`src/rtl/mux_n_to_1_reg.sv`:
```
// mux_n_to_1_reg
//   Parametrised N-input multiplexer with a single-entry registered output
//   stage and a valid/ready handshake on both sides. The selected word is
//   captured on an accepting edge and held until the consumer takes it, so
//   the block can sit between datapath stages and pass back-pressure upstream.
//   With NUM_INPUTS=4, SEL_WIDTH=2 the data mapping matches the old
//   combinational 4-to-1 mux, plus one cycle of latency.
//
// Parameters
//   WORD_LENGTH : width of each channel and of MUX_Output
//   NUM_INPUTS  : number of channels (2..64)
//   SEL_WIDTH   : selector width, 2**SEL_WIDTH >= NUM_INPUTS
//
// Ports
//   clk         : clock, rising edge
//   reset       : synchronous active-high reset
//   Selector    : channel index for the current transfer
//   MUX_Data    : packed channels, channel i at [i*WORD_LENGTH +: WORD_LENGTH]
//   In_Valid    : producer presents Selector/MUX_Data
//   In_Ready    : block can accept this cycle (!Out_Valid || Out_Ready)
//   MUX_Output  : registered selected word
//   Out_Valid   : MUX_Output holds an unconsumed word
//   Out_Ready   : consumer accepts MUX_Output this cycle
//   Sel_Error   : the held word came from an out-of-range selector
//
// Optional feature (macro MUX_N_SEL_ERROR_COUNT_EN)
//   Error_Count : 8-bit saturating count of accepted out-of-range transfers
//   Error_Clear : synchronous clear of Error_Count, wins over an increment

module mux_n_to_1_reg #(
  parameter int WORD_LENGTH = 32,
  parameter int NUM_INPUTS  = 4,
  parameter int SEL_WIDTH   = 2
) (
  input  logic                              clk,
  input  logic                              reset,
  input  logic [SEL_WIDTH-1:0]              Selector,
  input  logic [NUM_INPUTS*WORD_LENGTH-1:0] MUX_Data,
  input  logic                              In_Valid,
  output logic                              In_Ready,
  output logic [WORD_LENGTH-1:0]            MUX_Output,
  output logic                              Out_Valid,
  input  logic                              Out_Ready,
`ifdef MUX_N_SEL_ERROR_COUNT_EN
  input  logic                              Error_Clear,
  output logic [7:0]                        Error_Count,
`endif
  output logic                              Sel_Error
);

  logic [WORD_LENGTH-1:0] data_q, data_d;
  logic                   valid_q, valid_d;
  logic                   sel_err_q, sel_err_d;
  logic [WORD_LENGTH-1:0] sel_word;
  logic                   sel_in_range;
  logic                   accept;

  // Space is available when the register is empty or is being drained this
  // cycle; deliberately independent of In_Valid so no comb loop can form.
  assign In_Ready = !valid_q || Out_Ready;
  assign accept   = In_Valid && In_Ready;

  // Channel selection. Selectors with no matching channel leave the word at
  // zero and are flagged as out of range; when every selector code maps to a
  // channel the flag can never rise.
  always_comb begin
    sel_word     = '0;
    sel_in_range = 1'b0;
    for (int i = 0; i < NUM_INPUTS; i++) begin
      if (Selector == SEL_WIDTH'(i)) begin
        sel_word     = MUX_Data[i*WORD_LENGTH +: WORD_LENGTH];
        sel_in_range = 1'b1;
      end
    end
  end

  // Next state of the output register. An accept always reloads data and
  // error flag together so they share one lifetime; a consume without an
  // accept only drops the valid bit and leaves the last word visible.
  always_comb begin
    data_d    = data_q;
    valid_d   = valid_q;
    sel_err_d = sel_err_q;
    if (accept) begin
      data_d    = sel_word;
      valid_d   = 1'b1;
      sel_err_d = !sel_in_range;
    end else if (valid_q && Out_Ready) begin
      valid_d = 1'b0;
    end
  end

  always_ff @(posedge clk) begin
    if (reset) begin
      data_q    <= '0;
      valid_q   <= 1'b0;
      sel_err_q <= 1'b0;
    end else begin
      data_q    <= data_d;
      valid_q   <= valid_d;
      sel_err_q <= sel_err_d;
    end
  end

  assign MUX_Output = data_q;
  assign Out_Valid  = valid_q;
  assign Sel_Error  = sel_err_q;

`ifdef MUX_N_SEL_ERROR_COUNT_EN
  logic [7:0] err_cnt_q, err_cnt_d;

  // Saturating count of accepted out-of-range transfers; clear has priority.
  always_comb begin
    err_cnt_d = err_cnt_q;
    if (Error_Clear) begin
      err_cnt_d = 8'd0;
    end else if (accept && !sel_in_range && (err_cnt_q != 8'hFF)) begin
      err_cnt_d = err_cnt_q + 8'd1;
    end
  end

  always_ff @(posedge clk) begin
    if (reset) begin
      err_cnt_q <= 8'd0;
    end else begin
      err_cnt_q <= err_cnt_d;
    end
  end

  assign Error_Count = err_cnt_q;
`endif

endmodule

```
`config.mk`:
```
export PLATFORM = sky130hd
export DESIGN_NAME = mux_n_to_1_reg
export DESIGN_NICKNAME = d
export VERILOG_FILES = /design/src/rtl/mux_n_to_1_reg.sv
export SDC_FILE = /design/constraint.sdc
export NUM_CORES = 1
export LEC_CHECK = 0
export ABC_AREA = 1
export BUFFER_PORTS_ARGS = -buffer_cell sky130_fd_sc_hd__buf_4
export CAP_MARGIN = 15
export CORE_ASPECT_RATIO = 2
export CORE_MARGIN = 4
export CORE_UTILIZATION = 43
export CTS_CLUSTER_DIAMETER = 200
export DETAILED_ROUTE_END_ITERATION = 12
export PLACE_DENSITY_LB_ADDON = 0.1
export RECOVER_POWER = 50
export SYNTH_ARGS = -nofsm -noshare
export SYNTH_HDL_FRONTEND = slang
export SYNTH_SLANG_ARGS = --single-unit
```
`constraint.sdc`:
```
create_clock -name clk -period 2.6 [get_ports clk]
set_input_delay 0.26 -clock clk [delete_from_list [all_inputs] [get_ports clk]]
set_output_delay 0.26 -clock clk [all_outputs]
set_load 0.005 [all_outputs]
```
==> impl_results.md <==
- RD Place Congestion: 0.832
- Crit end category: flop
- # setup viols final: 0
- Routed Antenna Nets: 0
- DR pass1 iterations: 4
- Die width: 58.6 um
- PD cells: 411 nW/um2
- Hold Vio Cnt, Final: 0
- Initial Utilization: 44.8%
- PortBufs: 168
- Power after layout: 1.40 mW
- Clk slew on worst S/H paths: 0.07 ns
- CTS Buffer Depth: 2
- Status: completed
- CP Class: flop to flop
- Distinct cell type count after synthesis: 20
- Largest cells by area after synthesis: dfxtp_1 31%, nand2_1 15%, nand3_1 15%
- Number of synthesized register bits: 34
- Most frequent cells in the layout: 137 x buf_4, 88 x nand2_1, 64 x nand3_1
- Die ar.: 6390 um2
- Syn nets: 487
- CP max stage delay: 0.47 ns
- Gr ovfl total: 0
- Share of layout cells above drive strength 1: 34.9%
- Slew Limit Fails: 0
- DP Wirelength: 6220 um
- Lkg Pwr: 1.65 nW
- Fmax: 558 MHz
- CTS tree: yes
- Final instance area: 3400 um2
- Std-Cell Rows: 36
- Area leader, netlist: dfxtp_1
- Core box area: 4910 um2
- WHS: 0.251 ns
- Post-Layout Cell Count: 559
- Initial DRC Count: 122
- Final net count: 635
- Post-CTS Resized: 0
- Vias: 2937
- Syn avg cell area: 6.23 um2
- Post-Syn Area: 2200 um2
- Final WL: 8110 um
- GRT Resource Usage Total: 24.3%
- Yosys top cell area share: 30.9%
- Hold buffers post-CTS: 0
- WL per Instance: 14.5 um
- H-Tree Depth: 2
- Period Utilization, post-route: 68.9%
- Largest net degree at the start of global routing: 47
- Die height: 109 um
- WP data required: 2.75 ns
- Cells after Synth: 353
- Number of buffers created by CTS: 5
- Postcts setup bufs: 0
- Measured slew at the worst slew-check pin: 0.624 ns
- Clock period minus worst slack: 1.79 ns
- Top Ports: 169
- N_diodes: 0
- Yosys warns: 0
- Final setup TNS: 0 ns
- Critical path's slowest cell: nand2_1
- Max IR drop VDD: 438 uV
- Latest clock arrival within the worst-skew pair: 0.28 ns
- DRC violation count after routing: 0
- Area of placed instances: 3340 um2
- Vias in the first global route: 2689
- Worst Path Arrival: 1.94 ns
- Via density: 5.25
- Placed Instances: 551
- Commonest non-fill, non-tap cell in the layout: buf_4
- Worst-path cell chain: nand2_2, nand2_1, inv_1, o21ai_0, a21oi_1
- CTS sink cnt: 34
- Max-cap violations: 0
- Slew HR: 58.3%
- Area grow syn2layout: 54.7%
- Share of the yosys chip area belonging to registers: 30.9%
- Global-route wire length before repair: 12000 um
- Startpoint Class: flop
- HP Class: input port to flop
- RSZ-0062 raised after global routing: false
- Antenna violations before repair: 0
- Clock skew: 0.00520 ns
- Root Driver: clkbuf_8
- Critical path peak fanout: 21
-- state kept, by name, summed over array words and instances (netlist names) --
| signal | count |
|---|---|
| Out_Valid | 1 |
| Sel_Error | 1 |
| MUX_Output | 32 |
-- cell usage after synthesis --
cell and n:
or2_0 8, clkbuf_1 3, nor2_8 1, a21oi_1 33, dfxtp_1 34, buf_4 5, buf_6 8, nand2_4 1
nor2_1 45, nand2_1 87, nand2_2 2, inv_1 4, clkbuf_2 1, nand3_1 64, buf_2 11, o21ai_1 1
o21ai_0 41, buf_1 1, inv_2 1, or2_2 2
-- path summary, 6_finish.rpt --
check | startpoint | to | slack (ns) | depth (start not counted)
setup / recovery | Out_Valid | MUX_Output[7] | 0.81 | 5
hold / removal | Out_Ready | Out_Valid | 0.25 | 4
setup reg to reg | Out_Valid | MUX_Output[7] | 0.81 | 5
hold reg to reg | Sel_Error | Sel_Error | 0.46 | 2
-- worst max-delay path, delay by kind of cell (launching register included) --
kind | cells | cell delay [ns]
and+or+nand+nor | 2 | 0.54
AOI/OAI and AO/OA | 2 | 0.33
buffers and inverters | 1 | 0.44
DFF | 1 | 0.35
-- through the flow --
stage	worst slack (ns)	util (%)
2_1_floorplan	1.55	-
3_3_place_gp	1.02	68.1
3_5_place_dp	0.994	68.1
4_1_cts	1.09	70.0
5_1_grt	0.565	69.3
6_report	0.809	69.3
-- layout make-up --
cell class	count	area, um2
flip-flops and latches	34	681
well taps	57	71.3
clock inverters	1	5.00
repair buffers	170	1250
inverters	5	18.8
multi-input cells	285	1290
clock buffers	7	86.3
fillers	488	1510
-- power breakdown --
group / internal [mW] / leakage (nW) / switching, mW
Sequential: 0.559 / 0.280 / 0.0199
Clock: 0.214 / 0.0482 / 0.189
Combinational: 0.227 / 1.33 / 0.189
Total: 0.999 / 1.65 / 0.399
-- per-layer routing --
metal | vias to the layer above | GRT usage, % | part of all wire, %
met4 | 0 | 9.72 | 2.7
met2 | 144 | 44.2 | 54
li1 | 1463 | - | -
met5 | - | 0 | 0
met3 | 17 | 6.40 | 8.7
met1 | 1313 | 25.6 | 35
-- cells by family (layout without fill, tap and decap cells) --
family | count (synthesis) | after routing | synth area share, %
simple gates | 210 | 210 | 41.9
compound gates | 75 | 75 | 17.1
buf+inv | 34 | 183 | 10.1
flops | 34 | 34 | 30.9
Power figures use the tool's default switching activity.
